File: src/rtl/branch_ctrl.sv
// Branch resolution for the PC jump interface: latches one decode request per slot and asserts branchFlag/target in the slot's last phase.
// Optional taken/not-taken/dropped counters are enabled with BRANCH_CTRL_STATS_EN.
module branch_ctrl #(
  parameter int D        = 12,
  parameter int PHASES   = 5,
  parameter int LUT_SIZE = 32,
  parameter int LW       = $clog2(LUT_SIZE)
) (
  input  logic          clk,
  input  logic          reset,
  input  logic [D-1:0]  prog_ctr,
  input  logic          br_req,
  input  logic [1:0]    br_mode,
  input  logic          br_cond,
  input  logic [LW-1:0] br_idx,
  input  logic          lut_we,
  input  logic [LW-1:0] lut_waddr,
  input  logic [D-1:0]  lut_wdata,
  output logic          branchFlag,
  output logic [D-1:0]  target,
  output logic [2:0]    phase,
  output logic          busy
`ifdef BRANCH_CTRL_STATS_EN
  ,
  output logic [15:0]   taken_cnt,
  output logic [15:0]   nottaken_cnt,
  output logic [15:0]   dropped_cnt
`endif
);

  localparam logic [2:0] PH_LAST = 3'(PHASES - 1);
  localparam logic [2:0] PH_PEN  = 3'(PHASES - 2);

  typedef enum logic [1:0] {IDLE, PENDING, FIRE} state_t;

  state_t         state, state_nx;
  logic           capture;
  logic           taken_r;
  logic           taken_nx;
  logic [D-1:0]   lut_rd;
  logic [D-1:0]   tgt_nx;
  logic [D-1:0]   lut [LUT_SIZE];

  always_ff @(posedge clk) begin
    if (reset) begin
      phase <= '0;
    end else if (phase == PH_LAST) begin
      phase <= '0;
    end else begin
      phase <= phase + 3'd1;
    end
  end

  // A capture in the phase just before the assert slot must go straight to FIRE.
  always_comb begin
    capture  = 1'b0;
    state_nx = state;
    case (state)
      IDLE: begin
        if (br_req && (phase <= PH_PEN)) begin
          capture  = 1'b1;
          state_nx = (phase == PH_PEN) ? FIRE : PENDING;
        end
      end
      PENDING: begin
        if (phase == PH_PEN) begin
          state_nx = FIRE;
        end
      end
      FIRE:    state_nx = IDLE;
      default: state_nx = IDLE;
    endcase
  end

  always_ff @(posedge clk) begin
    if (reset) begin
      state <= IDLE;
    end else begin
      state <= state_nx;
    end
  end

  // Relative targets add the LUT entry as a signed offset; D-bit wrap is intended.
  always_comb begin
    lut_rd = lut[br_idx];
    tgt_nx = (br_mode == 2'b11) ? (prog_ctr + lut_rd) : lut_rd;
    case (br_mode)
      2'b01:   taken_nx = br_cond;
      2'b10:   taken_nx = !br_cond;
      default: taken_nx = 1'b1;
    endcase
  end

  always_ff @(posedge clk) begin
    if (reset) begin
      target  <= '0;
      taken_r <= 1'b0;
    end else if (capture) begin
      target  <= tgt_nx;
      taken_r <= taken_nx;
    end
  end

  always_ff @(posedge clk) begin
    if (reset) begin
      for (int i = 0; i < LUT_SIZE; i++) begin
        lut[i] <= '0;
      end
    end else if (lut_we) begin
      lut[lut_waddr] <= lut_wdata;
    end
  end

  assign branchFlag = (state == FIRE) && taken_r;
  assign busy       = (state != IDLE);

`ifdef BRANCH_CTRL_STATS_EN
  logic fire_taken, fire_nottaken, dropped;

  assign fire_taken    = (state == FIRE) && taken_r;
  assign fire_nottaken = (state == FIRE) && !taken_r;
  assign dropped       = br_req && !capture;

  always_ff @(posedge clk) begin
    if (reset) begin
      taken_cnt    <= '0;
      nottaken_cnt <= '0;
      dropped_cnt  <= '0;
    end else begin
      if (fire_taken && (taken_cnt != 16'hFFFF)) begin
        taken_cnt <= taken_cnt + 16'd1;
      end
      if (fire_nottaken && (nottaken_cnt != 16'hFFFF)) begin
        nottaken_cnt <= nottaken_cnt + 16'd1;
      end
      if (dropped && (dropped_cnt != 16'hFFFF)) begin
        dropped_cnt <= dropped_cnt + 16'd1;
      end
    end
  end
`endif

endmodule

File: config.mk
export PLATFORM = sky130hd
export DESIGN_NAME = branch_ctrl
export DESIGN_NICKNAME = d
export VERILOG_FILES = /design/src/rtl/branch_ctrl.sv
export SDC_FILE = /design/constraint.sdc
export NUM_CORES = 1
export LEC_CHECK = 0
export CAP_MARGIN = 20
export CORE_UTILIZATION = 65
export DETAILED_ROUTE_END_ITERATION = 7
export HOLD_SLACK_MARGIN = 0.03
export MAX_ROUTING_LAYER = met4
export PLACE_DENSITY_LB_ADDON = 0.15
export SLEW_MARGIN = 10
export SYNTH_ARGS = -nofsm -noshare
export SYNTH_HDL_FRONTEND = slang
export SYNTH_SLANG_ARGS = --single-unit
File: constraint.sdc
create_clock -name clk -period 8.5 [get_ports clk]
set_clock_uncertainty 0.15 [all_clocks]
set_input_delay 2.55 -clock clk [delete_from_list [all_inputs] [get_ports clk]]
set_output_delay 2.55 -clock clk [all_outputs]
set_load 0.02 [all_outputs]
==> flow_summary.toml, run 1 <==
[worst_setup_path]
crit_path_end = "target[11]"
cp.depth = 11
r2r-end = "target[11]"
path_max_fanout = 68
crit_chain = "buf_6 -> mux4_2 -> mux4_2 -> mux2_2 -> ha_1 -> a211oi_1 -> nor4b_1 -> o311ai_0 -> a211oi_1 -> o211ai_1 -> o311ai_0"
critical_path_required_ns = 8.75
critical_path_class = "in -> reg"
cp-start-kind = "input port"
r2r_slack_ns = 4.64
cp_top_family = "multiplexers"
critPathCaptureType = "flip-flop"
cp_slowest_stage_delay_ns = 0.72
timing.critical_path.from = "br_idx[0]"
arrival_ns = 6.63
critical_path_buf_inv_count = 1
r2r_cells = 10
rr_startpoint = "lut[25][1]"
slowest_stage = "buf_6"

[status]
outcome = "complete, no violations"

[timing]
worst_pin_slew_ns = 1.168
relSlewSlack_pct = 21.83
hold_slack_ns = 0.3056
finalCriticalPeriod_ns = 6.380
finalSetupViolCount = 0
setup_tns_ns = 0
hold_viol = 0
rsz0062_at_grt = "no"
slew_viol_final = 0
fin_crit_sh_pct = 75.06
clock.fmax_ghz = 0.1567

[final_layout]
nFillCells = 1781
drive_gt1_share_pct = 19.97
final_util_pct = 73.68
area_growth_pct = 11.27
nets = 1359
final_cell_area_um2 = 21200

[synth]
syn_nets = 1325
synthCells = 1266
synth_area_per_cell_um2 = 15.05
syn_area_um2 = 19060
synth_edf_count = 384
ys_warn_count = 0
seq_area_frac_synth_pct = 62.40
synth.distinct_cells = 47
synthFlopType = "edfxtp_1"
async_flop_share_pct = 0
ys_ff_latch = 402

[clock_network]
ctsHoldBuffers = 0
clock-sinks = 402
clk-insertion-delay-late_ns = 0.55
cts_root_buf = "clkbuf_16"
ctsResizeCount = 0
max-clock-path-buffers = 3
cts.clk_slew.worst_paths_ns = 0.06
cts_made_buffers = 42
cts_setup_buffers = 0
cts_tree = "built"
htree_num_levels = 2

[run]
max_cap_violations = 0

[worst_hold_path]
hold_class = "reg -> reg"

[floorplanning]
pin_count = 58
die_x_um = 173.2
coreArea_um2 = 28780
dieArea_um2 = 30010
num_rows = 62
start_util_pct = 66.21
die_h_um = 173.2

[global_routing]
overflow = 0
grt_max_degree = 69
grt_antenna_before_repair = 2
grt_pass1_vias = 11130
grt_usage_pct = 34.15
grt_pass1_wl_mm = 70.73

[routing]
viasPerCell = 6.454
drt_first_pass_iters = 5
ant_nets = 0
drc_errors = 0
dr_total_vias = 11060
post_drt_wl_per_cell_um = 27.95
drt_iter0_markers = 1291
drt-total-wl_mm = 47.89

[power]
p_comb_share_pct = 10.6
power.total_w = 0.004518
power.leakage_nw = 7.432
power_frac_clock_pct = 38.2
intPower_w = 0.003480
seqPwrFrac_pct = 51.2
switching_share_pct = 22.97
power.density_nw_per_um2 = 213.1
switching_power_w = 0.001038
ir_worst_vdd_v = 0.0001563

[place]
routabilityCongestion = 0.9036
dp_hpwl_mm = 28.79
portBuffers = 57
place_area_um2 = 19920
==> synthesized netlist by cell type (6+ instances only) <==
cell	n	area, um2
edfxtp_1	384	11530
o21ai_0	6	30.03
mux2_2	14	157.7
buf_2	12	60.06
ha_1	17	212.7
and2_1	387	2421
nor2_1	53	198.9
nor3_1	8	40.04
nand2_1	14	52.55
buf_6	7	78.83
nand3_1	7	35.03
nor2b_1	6	37.54
or2_2	34	212.7
a211oi_1	7	52.55
clkbuf_1	85	319.1
nand3b_1	9	67.56
a21oi_1	11	55.05
dfxtp_1	18	360.4
inv_1	14	52.55
mux4_2	116	2613
==> cell type report <==
class	count	area, um2	area share [%]
Timing Repair Buffer	97	875.8	4.131
Clock buffer	55	1131	5.334
Inverter	14	52.55	0.2478
Sequential cell	402	11890	56.08
Antenna cell	2	5.005	0.02360
Tap cell	384	480.5	2.266
Multi-Input combinational cell	743	6635	31.29
Clock inverter	16	132.6	0.6255
==> stage by stage <==
step           worst slack (ns)  cells
2_1_floorplan             2.426   1266
3_3_place_gp              1.636   1638
3_5_place_dp              1.582   1638
4_1_cts                   2.129   1709
5_1_grt                   1.820   1713
6_report                  2.120   1713
==> cells by family (layout without fill, tap and decap cells) <==
family / Yosys count / count (layout) / synth area share, %
flops: 402 / 402 / 62.40
mux: 135 / 135 / 14.80
xor+xnor: 4 / 4 / 0.1838
simple gates: 537 / 537 / 16.80
buf+inv: 121 / 182 / 2.777
compound gates: 49 / 49 / 1.812
other cells: 0 / 2 / 0
fa+ha+maj: 18 / 18 / 1.221
==> registers in the layout, indices dropped and copies added (netlist names) <==
signal / flops
taken_r: 1
target: 12
state: 2
lut: 384
phase: 3
==> per-layer routing <==
metal	vias to the layer above	track usage, %	share of wire, %
met1	5553	46.35	38
met2	671	50.76	46
met4	0	12.79	3.9
li1	4717	-	-
met5	-	-	0
met3	114	8.355	12
==> power by group through the flow <==
stage,Clock [W],Combinational (W),Sequential (W)
2_1_floorplan,0,0.000306,0.00235
3_3_place_gp,0,0.000468,0.00235
3_5_place_dp,0,0.000474,0.00236
4_1_cts,0.00173,0.000476,0.00232
5_1_grt,0.00180,0.000510,0.00232
6_report,0.00173,0.000477,0.00231
==> cell usage in the layout, fill, tap and decap left out, types with 7 or more instances in the layout <==
| cell type | n |
|---|---|
| nand2_1 | 14 |
| clkbuf_16 | 43 |
| buf_4 | 39 |
| inv_1 | 14 |
| nand3_1 | 7 |
| a21oi_1 | 11 |
| nor3_1 | 8 |
| dfxtp_1 | 18 |
| ha_1 | 17 |
| mux2_2 | 14 |
| and2_1 | 387 |
| clkbuf_1 | 11 |
| edfxtp_1 | 384 |
| nand3b_1 | 9 |
| nor2_1 | 53 |
| or2_2 | 34 |
| mux4_2 | 116 |
| clkdlybuf4s50_1 | 53 |
| a211oi_1 | 7 |
==> worst register-to-register path, delay by kind of cell (launching register included) <==
kind / cells / cell delay, ns
mux: 3 / 1.34
fa+ha+maj: 1 / 0.31
compound gates: 5 / 1.35
flops: 1 / 0.42
simple gates: 1 / 0.16
==> how the worst min path moves through the flow <==
stage	startpoint	to	depth (start not counted)
floorplan	state[1]	state[1]	1
global placement	target[0]	target[0]	2
detailed placement	state[1]	state[1]	1
CTS	state[1]	state[1]	1
global route	state[1]	state[1]	1
finish	target[1]	target[1]	2
(Power assumes the default switching activity.)
==> inputs of run 2 (changes only) <==
CORE_UTILIZATION = 62   (was 65)
clock period = 6.7 ns   (was 8.5 ns; I/O delays follow)
==> run 2 against run 1 <==
  * Count of clock-buffer cells in the layout grew 2
  * Flip-flop and latch count did not move
  * Total power up 29%
  * Register-to-register slack got worse by 1.8 ns
  * Critical path depth is 2 higher
  * First-iteration DRC count is 2.3% higher
  * Critical endpoint unchanged
  * Largest cell class unchanged
  * Highest routed layer unchanged
==> flow_summary.toml, run 2 (synthesis gave the netlist of run 1 again) <==
[clock_network]
cts_made_buffers = 43
max-clock-path-buffers = 3
ctsResizeCount = 0
ctsHoldBuffers = 0
cts_setup_buffers = 0
clock-sinks = 402
cts_tree = "built"
htree_num_levels = 2
cts.clk_slew.worst_paths_ns = 0.06
cts_root_buf = "clkbuf_16"
clk-insertion-delay-late_ns = 0.54

[routing]
wl_met1_mm = 18.92
drt_iter0_markers = 1321
drc_errors = 0
viasPerCell = 6.272
wl_met2_mm = 21.64
ant_nets = 0
dr_total_vias = 10890
drt_first_pass_iters = 6
dr.max_layer_used = "met4"
wl_met3_mm = 4.197
post_drt_wl_per_cell_um = 26.52
drt-total-wl_mm = 46.05

[worst_setup_path]
critical_path_class = "in -> reg"
slowest_stage = "mux4_2"
crit_chain = "buf_6 -> buf_12 -> buf_12 -> mux4_2 -> mux4_2 -> mux2_2 -> ha_1 -> and2_1 -> nor4b_1 -> o311ai_0 -> and4_1 -> o211ai_1 -> o311ai_0"
path_max_fanout = 34
arrival_ns = 5.88
critical_path_required_ns = 6.95
critPathCaptureType = "flip-flop"
cp_slowest_stage_delay_ns = 0.52
critical_path_buf_inv_count = 3
cp_top_family = "multiplexers"
cp-start-kind = "input port"
r2r_slack_ns = 2.81

[timing]
rsz0062_at_grt = "no"
clock.fmax_ghz = 0.1777
hold_slack_ns = 0.3015
finalCriticalPeriod_ns = 5.627
fin_crit_sh_pct = 83.99
setup_tns_ns = 0
hold_viol = 0
worst_pin_slew_ns = 0.9293
finalSetupViolCount = 0
slew_viol_final = 0
relSlewSlack_pct = 37.82

[floorplanning]
start_util_pct = 63.62
num_rows = 63
die_x_um = 177.3
die_h_um = 177.3
coreArea_um2 = 29950
pin_count = 58
dieArea_um2 = 31440

[global_routing]
grt_pass1_vias = 10800
overflow = 0
grt_max_degree = 42
grt_usage_pct = 31.53
grt_pass1_wl_mm = 68.71
grt_antenna_before_repair = 1

[place]
dp_cells = 1657
routabilityCongestion = 0.9101
portBuffers = 57
dp_hpwl_mm = 29.02

[final_layout]
diodes = 0
final_common_cell = "and2_1"
layoutNonFillerInstCount = 1736
largest_reg_flops = 384
largest_register = "lut"
drive_gt1_share_pct = 20.88
nets = 1373
top_regs = "lut: 384 flops, target: 12 flops, phase: 3 flops"
final_util_pct = 71.70
area_growth_pct = 12.70
layout_common_cells = "and2_1, edfxtp_1, mux4_2"

[power]
power.density_nw_per_um2 = 271.4
ir_worst_vdd_v = 0.0002351
power.leakage_nw = 7.571

[worst_hold_path]
hold_class = "reg -> reg"

[run]
max_cap_violations = 0

[status]
outcome = "complete, no violations"
[run 2: final cells by class]
| cell class | instances | area [um2] |
|---|---|---|
| multi-input combinational | 743 | 6635 |
| sequential | 402 | 11890 |
| clock inverter | 20 | 141.4 |
| clock buffer | 57 | 1181 |
| fill | 1951 | 8477 |
| timing repair buffer | 110 | 1087 |
| inverter | 14 | 52.55 |
| tap | 390 | 488.0 |
[run 2: layer usage]
metal	up-vias	global-route usage, %
met5	-	-
met4	0	9.046
met3	90	4.563
met2	552	48.13
met1	5505	44.84
li1	4741	-
[run 2: final timing paths]
kind               from  depth (start not counted)         end
max           br_idx[0]                         13  target[11]
min           target[1]                          2   target[1]
max reg2reg  lut[31][5]                         10  target[11]
min reg2reg   target[1]                          2   target[1]
[run 2: power by group]
group	total [W]	internal (W)	leakage (nW)	switching [W]
clock	0.00227	0.00131	0.649	0.000954
combinational	0.000629	0.000278	3.12	0.000350
sequential	0.00294	0.00289	3.80	0.0000458
total	0.00583	0.00448	7.57	0.00135
[run 2: per-stage QoR]
stage,setup slack [ns],power [W],instance area [um2]
2_1_floorplan,1.166,0.003368,19060
3_3_place_gp,0.6176,0.003594,20040
3_5_place_dp,0.5344,0.003608,20100
4_1_cts,1.080,0.005836,21420
5_1_grt,0.8480,0.005984,21480
6_report,1.073,0.005829,21480
[run 2: worst min-delay path: cells and delay by family, from the launching register on]
| family | cells | cell delay (ns) |
|---|---|---|
| AO/OA/AOI/OAI | 1 | 0.05 |
| flip-flops | 1 | 0.31 |
| AND/OR/NAND/NOR | 1 | 0.05 |
==> inputs of run 3 (changes only) <==
CORE_UTILIZATION = 56   (was 62)
clock period = 4.8 ns   (was 6.7 ns; I/O delays follow)
==> run 3 against run 2 <==
  * Core utilization fell by 6.3 points
  * Register-to-register slack got worse by 1.7 ns
  * Largest power group unchanged
  * Critical path type unchanged
  * Die area rose by 11%
  * Largest cell class unchanged
==> flow_summary.toml, run 3 (synthesis gave the netlist of run 1 again) <==
[global_routing]
grt_usage_pct = 28.56
overflow = 0
grt_pass1_vias = 11070
grt_max_degree = 52
grt_antenna_before_repair = 2
grt_pass1_wl_mm = 70.68

[clock_network]
cts.clk_slew.worst_paths_ns = 0.07
htree_num_levels = 2
clk-insertion-delay-late_ns = 0.54
cts_setup_buffers = 0
ctsResizeCount = 0
cts_tree = "built"
max-clock-path-buffers = 3
cts_root_buf = "clkbuf_16"
cts_made_buffers = 42
ctsHoldBuffers = 0
clock-sinks = 402

[worst_setup_path]
arrival_ns = 4.96
critical_path_buf_inv_count = 3
critical_path_required_ns = 5.14
cp_common_cell = "mux4_2"
critical_path_class = "in -> reg"
cp_top_family = "multiplexers"
cp_slowest_stage_delay_ns = 0.54
critPathCaptureType = "flip-flop"
path_max_fanout = 22
slowest_stage = "mux4_2"
crit_chain = "buf_6 -> buf_12 -> mux4_2 -> mux4_2 -> mux2_2 -> ha_1 -> inv_1 -> fa_1 -> nor2b_1 -> o211ai_1 -> a21oi_1 -> or4_1 -> a41oi_1 -> o21a_1"
cp-start-kind = "input port"

[power]
power.density_nw_per_um2 = 369.5
power.total_w = 0.008108
power.leakage_nw = 7.814
ir_worst_vdd_v = 0.0002313

[routing]
drt_iter0_markers = 1026
drc_errors = 0
drt_first_pass_iters = 5
drt-total-wl_mm = 46.75
viasPerCell = 5.923
dr_total_vias = 10940
post_drt_wl_per_cell_um = 25.31
ant_nets = 0

[final_layout]
final_cell_area_um2 = 21940
area_growth_pct = 15.16
nFillCells = 2376
largest_register = "lut"
top_regs = "lut: 384 flops, target: 12 flops, phase: 3 flops"
nets = 1426
layout_common_cells = "and2_1, edfxtp_1, mux4_2"
final_common_cell = "and2_1"
largest_reg_flops = 384
drive_gt1_share_pct = 23.61

[floorplanning]
dieArea_um2 = 34770
die_h_um = 186.5
coreArea_um2 = 33530
pin_count = 58
num_rows = 67
start_util_pct = 56.83
die_x_um = 186.5

[place]
dp_hpwl_mm = 30.39
portBuffers = 57
place_area_um2 = 20630
routabilityCongestion = 0.9106

[timing]
relSlewSlack_pct = 50.40
slew_viol_final = 0
clock.fmax_ghz = 0.2163
rsz0062_at_grt = "no"
hold_slack_ns = 0.3008
finalCriticalPeriod_ns = 4.622
finalSetupViolCount = 0
fin_crit_sh_pct = 96.30
hold_viol = 0
worst_pin_slew_ns = 0.7417
setup_tns_ns = 0

[worst_hold_path]
hold_class = "reg -> reg"

[run]
max_cap_violations = 0

[status]
outcome = "complete, no violations"
[run 3: worst register-to-register path, stage by stage, from the launching register on]
cell,delay (ns)
edfxtp_1,0.41
mux4_2,0.46
mux4_2,0.53
mux2_2,0.33
ha_1,0.21
inv_1,0.08
fa_1,0.19
nor2b_1,0.07
o211ai_1,0.20
a21oi_1,0.14
or4_1,0.52
a41oi_1,0.21
o21a_1,0.14
[run 3: final timing paths]
kind                                  from    endpoint  slack (ns)  cells past startpoint
worst max-delay path             br_idx[0]  target[10]        0.18                     14
worst min-delay path             target[0]   target[0]        0.30                      2
worst max register to register  lut[28][0]  target[10]        1.09                     12
worst min register to register   target[0]   target[0]        0.30                      2
[run 3: area by class of cell]
cell class | count | area (um2) | share of cell area (%)
antenna | 1 | 2.502 | 0.01140
clock buffer | 53 | 1156 | 5.268
clock inverter | 22 | 116.4 | 0.5302
inverter | 14 | 52.55 | 0.2395
multi-input combinational | 743 | 6646 | 30.29
sequential | 402 | 11890 | 54.19
tap | 448 | 560.5 | 2.554
timing repair buffer | 164 | 1519 | 6.922
[run 3: per-layer routing]
layer / global-route usage, % / routed length [um] / vias up
li1: - / - / 4835
met1: 39.60 / 19270 / 5580
met2: 44.63 / 22710 / 432
met3: 3.385 / 3251 / 92
met4: 9.300 / 1517 / 0
met5: - / 0 / -
[run 3: stage by stage]
step,setup WS [ns],util (%),std cells
2_1_floorplan,0.01139,-,1266
3_3_place_gp,-0.3341,61.52,1768
3_5_place_dp,-0.3428,61.52,1768
4_1_cts,0.1927,65.31,1843
5_1_grt,0.006913,65.44,1846
6_report,0.1776,65.44,1847
[run 3: report_power, final]
part / internal (W) / total, W / switching, W
clock: 0.00175 / 0.00306 / 0.00131
combinational: 0.000447 / 0.000951 / 0.000504
sequential: 0.00403 / 0.00410 / 0.0000651
total: 0.00623 / 0.00811 / 0.00188
